## src/rtl/multicycle_controller_pkg.sv

```systemverilog
// Shared types and encodings for the multicycle controller: FSM state
// encoding, instruction opcode/funct values and datapath mux/ALU codes.
package multicycle_controller_pkg;

  typedef enum logic [3:0] {
    ST_FETCH     = 4'd0,
    ST_DECODE    = 4'd1,
    ST_MEM_ADDR  = 4'd2,
    ST_MEM_READ  = 4'd3,
    ST_MEM_WB    = 4'd4,
    ST_MEM_WRITE = 4'd5,
    ST_R_EXEC    = 4'd6,
    ST_R_WB      = 4'd7,
    ST_BRANCH    = 4'd8,
    ST_I_EXEC    = 4'd9,
    ST_I_WB      = 4'd10,
    ST_JUMP      = 4'd11,
    ST_TRAP      = 4'd12
  } state_e;

  // Opcodes (instruction[31:26])
  localparam logic [5:0] OP_RTYPE = 6'h00;
  localparam logic [5:0] OP_J     = 6'h02;
  localparam logic [5:0] OP_BEQ   = 6'h04;
  localparam logic [5:0] OP_ADDI  = 6'h08;
  localparam logic [5:0] OP_LW    = 6'h23;
  localparam logic [5:0] OP_SW    = 6'h2B;

  // R-type funct codes (instruction[5:0])
  localparam logic [5:0] FN_ADD = 6'h20;
  localparam logic [5:0] FN_SUB = 6'h22;
  localparam logic [5:0] FN_AND = 6'h24;
  localparam logic [5:0] FN_OR  = 6'h25;
  localparam logic [5:0] FN_SLT = 6'h2A;

  // ALU control codes
  localparam logic [3:0] ALU_AND = 4'b0000;
  localparam logic [3:0] ALU_OR  = 4'b0001;
  localparam logic [3:0] ALU_ADD = 4'b0010;
  localparam logic [3:0] ALU_SUB = 4'b0110;
  localparam logic [3:0] ALU_SLT = 4'b0111;

  // ALU operand B select
  localparam logic [1:0] SRCB_REG    = 2'b00;
  localparam logic [1:0] SRCB_FOUR   = 2'b01;
  localparam logic [1:0] SRCB_IMM    = 2'b10;
  localparam logic [1:0] SRCB_IMM_SH = 2'b11;

  // PC source select
  localparam logic [1:0] PCSRC_ALU    = 2'b00;
  localparam logic [1:0] PCSRC_ALUOUT = 2'b01;
  localparam logic [1:0] PCSRC_JUMP   = 2'b10;

endpackage

```

## src/rtl/multicycle_controller_if.sv

```systemverilog
// Controller <-> datapath signal bundle. The master side is the controller
// (drives control strobes and selects); the slave side is the datapath
// (supplies the instruction fields and the memory-ready indication).
//
// Handshake: the controller holds a memory strobe (mem_read/mem_write) and
// every other output stable until it samples mem_ready=1 on a rising edge;
// that cycle completes the access and the FSM advances on the same edge.
interface multicycle_controller_if;
  logic [5:0] opcode;
  logic [5:0] funct;
  logic       mem_ready;
  logic       pc_write;
  logic       pc_write_cond;
  logic [1:0] pc_source;
  logic       i_or_d;
  logic       mem_read;
  logic       mem_write;
  logic       ir_write;
  logic       reg_dst;
  logic       mem_to_reg;
  logic       reg_write;
  logic       alu_src_a;
  logic [1:0] alu_src_b;
  logic [3:0] alu_op;
  logic       instr_done;
  logic       trap;
  logic [3:0] state;

  modport master (
    input  opcode, funct, mem_ready,
    output pc_write, pc_write_cond, pc_source, i_or_d, mem_read, mem_write,
           ir_write, reg_dst, mem_to_reg, reg_write, alu_src_a, alu_src_b,
           alu_op, instr_done, trap, state
  );

  modport slave (
    output opcode, funct, mem_ready,
    input  pc_write, pc_write_cond, pc_source, i_or_d, mem_read, mem_write,
           ir_write, reg_dst, mem_to_reg, reg_write, alu_src_a, alu_src_b,
           alu_op, instr_done, trap, state
  );
endinterface

```

## src/rtl/multicycle_controller_alu_op_decoder.sv

```systemverilog
// R-type funct to ALU control decode. Purely combinational; flags any
// funct value the ALU does not implement so the FSM can trap on it.
module alu_op_decoder
  import multicycle_controller_pkg::*;
(
  input  logic [5:0] funct_i,
  output logic [3:0] alu_op_o,
  output logic       illegal_o
);

  // Map funct to ALU op; unknown codes report illegal and drive AND (0000).
  always_comb begin
    alu_op_o  = ALU_AND;
    illegal_o = 1'b0;
    case (funct_i)
      FN_ADD:  alu_op_o = ALU_ADD;
      FN_SUB:  alu_op_o = ALU_SUB;
      FN_AND:  alu_op_o = ALU_AND;
      FN_OR:   alu_op_o = ALU_OR;
      FN_SLT:  alu_op_o = ALU_SLT;
      default: illegal_o = 1'b1;
    endcase
  end

endmodule

```

## src/rtl/multicycle_controller.sv

```systemverilog
// Multicycle MIPS-style control FSM. Moore outputs decode from the current
// state; only the FETCH-cycle IR/PC loads also depend on mem_ready. While
// reset is high every write/read strobe and instr_done are held at 0.
module multicycle_controller
  import multicycle_controller_pkg::*;
(
  input  logic                    clk,
  input  logic                    reset,
  multicycle_controller_if.master bus
);

  state_e     state_q;
  state_e     state_d;
  logic [3:0] r_alu_op;
  logic       r_illegal;

  logic       pc_write_c;
  logic       pc_write_cond_c;
  logic [1:0] pc_source_c;
  logic       i_or_d_c;
  logic       mem_read_c;
  logic       mem_write_c;
  logic       ir_write_c;
  logic       reg_dst_c;
  logic       mem_to_reg_c;
  logic       reg_write_c;
  logic       alu_src_a_c;
  logic [1:0] alu_src_b_c;
  logic [3:0] alu_op_c;
  logic       instr_done_c;
  logic       trap_c;

  alu_op_decoder u_alu_op_decoder (
    .funct_i   (bus.funct),
    .alu_op_o  (r_alu_op),
    .illegal_o (r_illegal)
  );

  // State register; reset wins from any state, including waits and TRAP.
  always_ff @(posedge clk) begin
    if (reset) state_q <= ST_FETCH;
    else       state_q <= state_d;
  end

  // Next-state selection.
  always_comb begin
    state_d = state_q;
    case (state_q)
      ST_FETCH:     if (bus.mem_ready) state_d = ST_DECODE;
      ST_DECODE: begin
        case (bus.opcode)
          OP_LW, OP_SW: state_d = ST_MEM_ADDR;
          OP_RTYPE:     state_d = ST_R_EXEC;
          OP_BEQ:       state_d = ST_BRANCH;
          OP_ADDI:      state_d = ST_I_EXEC;
          OP_J:         state_d = ST_JUMP;
          default:      state_d = ST_TRAP;
        endcase
      end
      // Only lw and sw reach MEM_ADDR, so anything but lw is a store.
      ST_MEM_ADDR:  state_d = (bus.opcode == OP_LW) ? ST_MEM_READ : ST_MEM_WRITE;
      ST_MEM_READ:  if (bus.mem_ready) state_d = ST_MEM_WB;
      ST_MEM_WB:    state_d = ST_FETCH;
      ST_MEM_WRITE: if (bus.mem_ready) state_d = ST_FETCH;
      ST_R_EXEC:    state_d = r_illegal ? ST_TRAP : ST_R_WB;
      ST_R_WB:      state_d = ST_FETCH;
      ST_BRANCH:    state_d = ST_FETCH;
      ST_I_EXEC:    state_d = ST_I_WB;
      ST_I_WB:      state_d = ST_FETCH;
      ST_JUMP:      state_d = ST_FETCH;
      ST_TRAP:      state_d = ST_TRAP;
      default:      state_d = ST_TRAP;
    endcase
  end

  // Per-state output decode; anything not set for a state stays 0.
  always_comb begin
    pc_write_c      = 1'b0;
    pc_write_cond_c = 1'b0;
    pc_source_c     = PCSRC_ALU;
    i_or_d_c        = 1'b0;
    mem_read_c      = 1'b0;
    mem_write_c     = 1'b0;
    ir_write_c      = 1'b0;
    reg_dst_c       = 1'b0;
    mem_to_reg_c    = 1'b0;
    reg_write_c     = 1'b0;
    alu_src_a_c     = 1'b0;
    alu_src_b_c     = SRCB_REG;
    alu_op_c        = ALU_AND;
    instr_done_c    = 1'b0;
    trap_c          = 1'b0;
    case (state_q)
      ST_FETCH: begin
        mem_read_c  = 1'b1;
        alu_src_b_c = SRCB_FOUR;
        alu_op_c    = ALU_ADD;
        ir_write_c  = bus.mem_ready;
        pc_write_c  = bus.mem_ready;
      end
      ST_DECODE: begin
        alu_src_b_c = SRCB_IMM_SH;
        alu_op_c    = ALU_ADD;
      end
      ST_MEM_ADDR, ST_I_EXEC: begin
        alu_src_a_c = 1'b1;
        alu_src_b_c = SRCB_IMM;
        alu_op_c    = ALU_ADD;
      end
      ST_MEM_READ: begin
        mem_read_c = 1'b1;
        i_or_d_c   = 1'b1;
      end
      ST_MEM_WB: begin
        mem_to_reg_c = 1'b1;
        reg_write_c  = 1'b1;
        instr_done_c = 1'b1;
      end
      ST_MEM_WRITE: begin
        mem_write_c  = 1'b1;
        i_or_d_c     = 1'b1;
        instr_done_c = bus.mem_ready;
      end
      ST_R_EXEC: begin
        alu_src_a_c = 1'b1;
        alu_op_c    = r_alu_op;
      end
      ST_R_WB: begin
        reg_dst_c    = 1'b1;
        reg_write_c  = 1'b1;
        instr_done_c = 1'b1;
      end
      ST_BRANCH: begin
        alu_src_a_c     = 1'b1;
        alu_op_c        = ALU_SUB;
        pc_write_cond_c = 1'b1;
        pc_source_c     = PCSRC_ALUOUT;
        instr_done_c    = 1'b1;
      end
      ST_I_WB: begin
        reg_write_c  = 1'b1;
        instr_done_c = 1'b1;
      end
      ST_JUMP: begin
        pc_write_c   = 1'b1;
        pc_source_c  = PCSRC_JUMP;
        instr_done_c = 1'b1;
      end
      ST_TRAP:  trap_c = 1'b1;
      default:  trap_c = 1'b1;
    endcase
  end

  assign bus.pc_write      = pc_write_c      & ~reset;
  assign bus.pc_write_cond = pc_write_cond_c & ~reset;
  assign bus.pc_source     = pc_source_c;
  assign bus.i_or_d        = i_or_d_c;
  assign bus.mem_read      = mem_read_c      & ~reset;
  assign bus.mem_write     = mem_write_c     & ~reset;
  assign bus.ir_write      = ir_write_c      & ~reset;
  assign bus.reg_dst       = reg_dst_c;
  assign bus.mem_to_reg    = mem_to_reg_c;
  assign bus.reg_write     = reg_write_c     & ~reset;
  assign bus.alu_src_a     = alu_src_a_c;
  assign bus.alu_src_b     = alu_src_b_c;
  assign bus.alu_op        = alu_op_c;
  assign bus.instr_done    = instr_done_c    & ~reset;
  assign bus.trap          = trap_c;
  assign bus.state         = state_q;

endmodule

```

## src/flat_wrapper.sv

```systemverilog
// flat-port wrapper written by rule: the top's interface ports become plain ports
module multicycle_controller_flat import multicycle_controller_pkg::*;
  (clk, reset, bus_opcode, bus_funct, bus_mem_ready, bus_pc_write, bus_pc_write_cond, bus_pc_source, bus_i_or_d, bus_mem_read, bus_mem_write, bus_ir_write, bus_reg_dst, bus_mem_to_reg, bus_reg_write, bus_alu_src_a, bus_alu_src_b, bus_alu_op, bus_instr_done, bus_trap, bus_state);
  multicycle_controller_if bus_i ();
  input  logic clk;
  input  logic reset;
  input wire logic [$bits(bus_i.opcode)-1:0] bus_opcode;
  input wire logic [$bits(bus_i.funct)-1:0] bus_funct;
  input wire logic [$bits(bus_i.mem_ready)-1:0] bus_mem_ready;
  output wire logic [$bits(bus_i.pc_write)-1:0] bus_pc_write;
  output wire logic [$bits(bus_i.pc_write_cond)-1:0] bus_pc_write_cond;
  output wire logic [$bits(bus_i.pc_source)-1:0] bus_pc_source;
  output wire logic [$bits(bus_i.i_or_d)-1:0] bus_i_or_d;
  output wire logic [$bits(bus_i.mem_read)-1:0] bus_mem_read;
  output wire logic [$bits(bus_i.mem_write)-1:0] bus_mem_write;
  output wire logic [$bits(bus_i.ir_write)-1:0] bus_ir_write;
  output wire logic [$bits(bus_i.reg_dst)-1:0] bus_reg_dst;
  output wire logic [$bits(bus_i.mem_to_reg)-1:0] bus_mem_to_reg;
  output wire logic [$bits(bus_i.reg_write)-1:0] bus_reg_write;
  output wire logic [$bits(bus_i.alu_src_a)-1:0] bus_alu_src_a;
  output wire logic [$bits(bus_i.alu_src_b)-1:0] bus_alu_src_b;
  output wire logic [$bits(bus_i.alu_op)-1:0] bus_alu_op;
  output wire logic [$bits(bus_i.instr_done)-1:0] bus_instr_done;
  output wire logic [$bits(bus_i.trap)-1:0] bus_trap;
  output wire logic [$bits(bus_i.state)-1:0] bus_state;
  assign bus_i.opcode = bus_opcode;
  assign bus_i.funct = bus_funct;
  assign bus_i.mem_ready = bus_mem_ready;
  assign bus_pc_write = bus_i.pc_write;
  assign bus_pc_write_cond = bus_i.pc_write_cond;
  assign bus_pc_source = bus_i.pc_source;
  assign bus_i_or_d = bus_i.i_or_d;
  assign bus_mem_read = bus_i.mem_read;
  assign bus_mem_write = bus_i.mem_write;
  assign bus_ir_write = bus_i.ir_write;
  assign bus_reg_dst = bus_i.reg_dst;
  assign bus_mem_to_reg = bus_i.mem_to_reg;
  assign bus_reg_write = bus_i.reg_write;
  assign bus_alu_src_a = bus_i.alu_src_a;
  assign bus_alu_src_b = bus_i.alu_src_b;
  assign bus_alu_op = bus_i.alu_op;
  assign bus_instr_done = bus_i.instr_done;
  assign bus_trap = bus_i.trap;
  assign bus_state = bus_i.state;
  multicycle_controller u_core (.clk(clk), .reset(reset), .bus(bus_i));
endmodule
```

## config.mk

```make
export PLATFORM = sky130hd
export DESIGN_NAME = multicycle_controller_flat
export DESIGN_NICKNAME = d
export VERILOG_FILES = /design/src/rtl/multicycle_controller_pkg.sv /design/src/rtl/multicycle_controller_if.sv /design/src/rtl/multicycle_controller_alu_op_decoder.sv /design/src/rtl/multicycle_controller.sv /design/src/flat_wrapper.sv
export SDC_FILE = /design/constraint.sdc
export NUM_CORES = 1
export LEC_CHECK = 0
export BUFFER_PORTS_ARGS = -buffer_cell sky130_fd_sc_hd__buf_2
export CAP_MARGIN = 30
export CORE_MARGIN = 4
export CORE_UTILIZATION = 37
export CTS_BUF_LIST = sky130_fd_sc_hd__clkbuf_8
export CTS_CLUSTER_SIZE = 40
export DETAILED_ROUTE_END_ITERATION = 6
export GPL_TIMING_DRIVEN = 0
export PLACE_DENSITY = 0.8
export SKIP_CTS_REPAIR_TIMING = 1
export SYNTH_ARGS = -nofsm -noshare
export SYNTH_HDL_FRONTEND = slang
export SYNTH_SLANG_ARGS = --single-unit
```

## constraint.sdc

```tcl
create_clock -name clk -period 1.6 [get_ports clk]
set_clock_uncertainty 0.05 [all_clocks]
set_input_delay 0.16 -clock clk [delete_from_list [all_inputs] [get_ports clk]]
set_output_delay 0.16 -clock clk [all_outputs]
set_load 0.005 [all_outputs]
```

### Word-level counts from Yosys, hierarchy flattened

Cells that the tools add are included.

* word-level logic and storage cells: 69
* register bits after elaboration: 4

* multiplexer cells: 23
* bitwise gates (word level): 8
* reductions and logical operators: 13
* equality and inequality tests: 24

Operators by type and width (count)
* == test 6 bit (second input constant): 7
* case mux 4 bit (8 select lines): 1
* case mux 4 bit (5 select lines): 1
* == test 4 x 3 -> 1 bit (second input constant): 4
* == test 4 bit (second input constant): 4
* 2-to-1 mux 4 bit: 4
* case mux 3 bit (4 select lines): 1
* OR reduction 12 bit: 1
* 2-to-1 mux 1 bit: 10
* OR reduction 5 bit: 2
* case mux 3 bit (3 select lines): 1
* == test 4 x 2 -> 1 bit (second input constant): 2
* OR reduction 2 bit: 4
* OR reduction 4 bit: 2
* AND 1 bit: 7
* == test 6 x 2 -> 1 bit (second input constant): 1
* == test 6 x 3 -> 1 bit (second input constant): 1
* == test 6 x 4 -> 1 bit (second input constant): 1
* logical NOT 6 bit: 1
* inequality test 2 bit (second input constant): 3
* case mux 2 bit (3 select lines): 1
* == test 4 x 1 -> 1 bit (second input constant): 1
* logical NOT 4 bit: 1
* case mux 1 bit (2 select lines): 2
* other kinds (5): 5

### Depth between registers and ports, before layout

* depth in word-level cells: 4
* mapped depth: 6
* gate-level depth less buffers: 4

### Hierarchy

A second synthesis with hierarchy kept.

* cells, all modules: 101
* area, all modules: 676.9 um^2

By module, submodules not included
* multicycle_controller: cells an instance 90, times used 1, area an instance 593.1 um^2
* alu_op_decoder: cells an instance 11, times used 1, area an instance 83.8 um^2

### Worst setup path before layout

OpenSTA, ideal clock, no wires.

* path kind: flip-flop to flip-flop
* start: reg u_core.state_q[1] (netlist: u_core.bus.state[1])
* end: reg u_core.state_q[0] (netlist: u_core.bus.state[0])
* stages on the path, launching flop included: 6
* period minus slack after synthesis: 1.506 ns
* slack: 0.094 ns
* arrival time: 1.397 ns
* data required time: 1.492 ns
* cell sequence: dfxtp_1 > buf_6 > or4_4 > o31ai_2 > o2111a_1 > a31o_1

* cells in the longest elaborated chain, start to end: 3

RTL lines
* from (decl): line multicycle_controller.sv:12 `state_e state_q;`
* from (signal assigned): line multicycle_controller.sv:42 `else state_q <= state_d;`
* == test 4 x 3 -> 1 bit, or another cell as far along: line multicycle_controller.sv:48 `case (state_q)`
* OR reduction 5 bit (no line) or inequality test 2 bit (tied branches)
* case mux 4 bit (8 select lines) or AND reduction 3 bit (tied branches)

Parallel ways exist; a longest one is shown, timed or not.
A chain may end at the register's enable or synchronous reset.

### Final worst setup path

* start: reg u_core.state_q[1] (netlist: u_core.bus.state[1])
* end: out bus_instr_done

* cells in the longest elaborated chain, start to end: 4

RTL lines
* == test 4 x 3 -> 1 bit or == test 4 bit (tied branches): line multicycle_controller.sv:93 `case (state_q)`
* OR reduction 5 bit (no line)
* case mux 1 bit (2 select lines) *: line multicycle_controller.sv:93
* AND 1 bit *: line multicycle_controller.sv:167 `assign bus.instr_done = instr_done_c & ~reset;`
* to (decl): line flat_wrapper.sv:23 `output wire logic [$bits(bus_i.instr_done)-1:0] bus_instr_done;`

Every way passes the cells marked *; elsewhere a longest branch is shown, timed or not.

==> flow_summary.toml <==
[sta]
fin_tns_setup_ps = -53.51
layout_setup_ws_ps = -23.97
fin_crit_sh_pct = 101.5
slew_violations = 0
rsz0062_at_grt = "yes"
setup-violations-final = 4
holdWs_ps = 302.9
hold_viol_final = 0
max_freq_mhz = 615.8
fin_crit_ps = 1624

[layout]
fillers = 118
final_cells = 186
post_route_cells_drive_above_1_share_pct = 49.69
final_nets = 178
n_antenna_cell = 0
synthToLayoutAreaGrowth_pct = 75.09
final_util_pct = 70.04
largest_reg_flops = 4

[outcome]
violations = "negative setup slack"
outcome = "finished, violations left"

[floorplan]
die_y_um = 51.91
fp-row-count = 15
start_util_pct = 40.00
die_w_um = 51.91
die_area_um2 = 2694
core_um2 = 1783
num_io_pins = 39

[routing]
antenna_left = 0
wl_per_cell_um = 17.28
drt_wl_total_mm = 3.215
vias = 1132
first_iter_violations = 75
first_pass_iters = 5
route.detailed.drc = 0
vias_per_cell = 6.086

[synthesis]
ys_ff_latch = 4
async_flop_share_pct = 0
synth_warnings = 0
synth_common_cells = "nor2_1 (16), nand2_1 (10), nand2b_1 (8), nor3_1 (8)"
synthCells = 111
ys_top_cells_by_area = "dfxtp_1 (11%), nor2_1 (8.4%), nand2b_1 (7.0%)"
synth.net_count = 126
synth_edf_count = 0
yosysMostFrequentCell = "nor2_1"
yosys_most_used_dff = "dfxtp_1"
seq_area_frac_synth_pct = 11.23
syn_area_per_cell_um2 = 6.425
syn_area_um2 = 713.2
netlist-cell-type-count = 46
synth_area_leader_cell = "dfxtp_1"
synthDominantCellAreaShare_pct = 11.23

[global_routing]
grt_overflow = 0
grt_first_pass_wirelength_mm = 3.491
grt_pass1_vias = 821
track_usage_pct = 16.35
grt_max_degree = 11
antenna_found_initial = 0

[clock_tree]
path_clk_slew_ps = 30
cts_buffer_depth = 2
cts_buffers = 3
cts_tree = "yes"
cts_root_buffer = "clkbuf_8"
clock_sinks = 4
cts_max_level = 1
clock_latency_ps = 220

[setup_path]
cp-start-kind = "flip-flop"
arrival_ps = 1410
critical_path.top_delay_family = "flip-flops"
end_kind = "primary output"
cp_max_fo = 5
slowest_delay_ps = 330
crit_buf_inv = 2
crit_slowest_cell = "dfxtp_2"
path_cells = "buf_6 -> or2b_4 -> nand2b_4 -> a2111oi_2 -> buf_2"
path_class = "flip-flop to primary output"
required_ps = 1390

[placed_design]
dp.cells = 172
place_congestion = 0.9143
dp.final_hpwl_mm = 1.725
port_buffers = 36

[min_path]
hp-class = "primary input to flip-flop"

[power_and_ir_drop]
power_density_nw_per_um2 = 1482
ir_drop_uv = 736.7
p_leak_uw = 0.0005716

[flow_run]
maxCapViolations = 0
cells in the final DEF, fill, tap and decap left out, types with 2 or more instances in the layout:
master / count
nand3b_1: 2
nor4_1: 2
nor3_2: 2
a21oi_1: 5
nor2_1: 15
clkbuf_8: 3
nor3_1: 5
dfxtp_2: 2
buf_6: 3
nand2b_4: 3
inv_1: 2
buf_2: 36
a311oi_1: 2
buf_8: 5
o21ai_0: 3
buf_4: 10
nor4b_1: 2
nand3_1: 3
nand2b_1: 5
a31oi_1: 2
nor2b_1: 3
and3_1: 2
dfxtp_4: 2
clkbuf_16: 2
nand2_1: 9
worst reg2reg max path, cell delays in order, from the launching register on:
cell,delay (ps)
dfxtp_2,350
buf_6,140
or2b_4,300
and4b_1,240
nor3_2,240
a311oi_1,150
per-layer routing:
layer | vias up | routed length (µm) | GRT usage (%)
li1 | 505 | - | -
met1 | 506 | 1291 | 21.45
met2 | 99 | 1459 | 28.24
met3 | 22 | 322 | 0.8596
met4 | 0 | 142 | 5.240
met5 | - | 0 | 0
worst paths after layout:
path	from	to	slack [ps]	cells after the start
worst max-delay path	u_core.bus.state[1]	bus_instr_done	-20	5
worst min register to register	u_core.bus.state[0]	u_core.bus.state[1]	740	4
worst min-delay path	bus_opcode[4]	u_core.bus.state[1]	300	4
worst max register to register	u_core.bus.state[1]	u_core.bus.state[3]	-10	5
area by class of cell:
cell class	instances	area, µm²	share of cell area, %
multi-input cells	95	660.6	52.91
repair buffers	48	309.0	24.75
plain buffers	9	108.9	8.717
flip-flops and latches	4	90.09	7.214
clock buffers	3	41.29	3.307
well taps	25	31.28	2.505
inverters	2	7.507	0.6012
metrics by stage:
stage | cell area [µm²] | setup WS (ps) | power (µW)
4_1_cts | 965.9 | -365.4 | 1249
3_5_place_dp | 924.6 | -126.7 | 1035
3_3_place_gp | 924.6 | -112.7 | 1018
6_report | 1249 | -23.97 | 1851
2_1_floorplan | 713.2 | 94.08 | 735.9
5_1_grt | 1249 | -113.2 | 1944
power breakdown:
| part | switching (µW) | total, µW | internal (µW) |
|---|---|---|---|
| clock network | 49.3 | 209 | 160 |
| registers | 75.3 | 229 | 153 |
| logic | 690 | 1410 | 723 |
cells by family (layout without fill, tap and decap cells):
group	count (synthesis)	in the layout	share of synthesized area, %
AO/OA/AOI/OAI	27	27	27.55
XOR/XNOR	2	2	2.457
buffers and inverters	12	62	8.597
flip-flops	4	4	11.23
multiplexers	1	1	1.579
other	1	1	0.5258
AND/OR/NAND/NOR	64	64	48.07
Note: power is estimated with default switching activity, not from simulation.
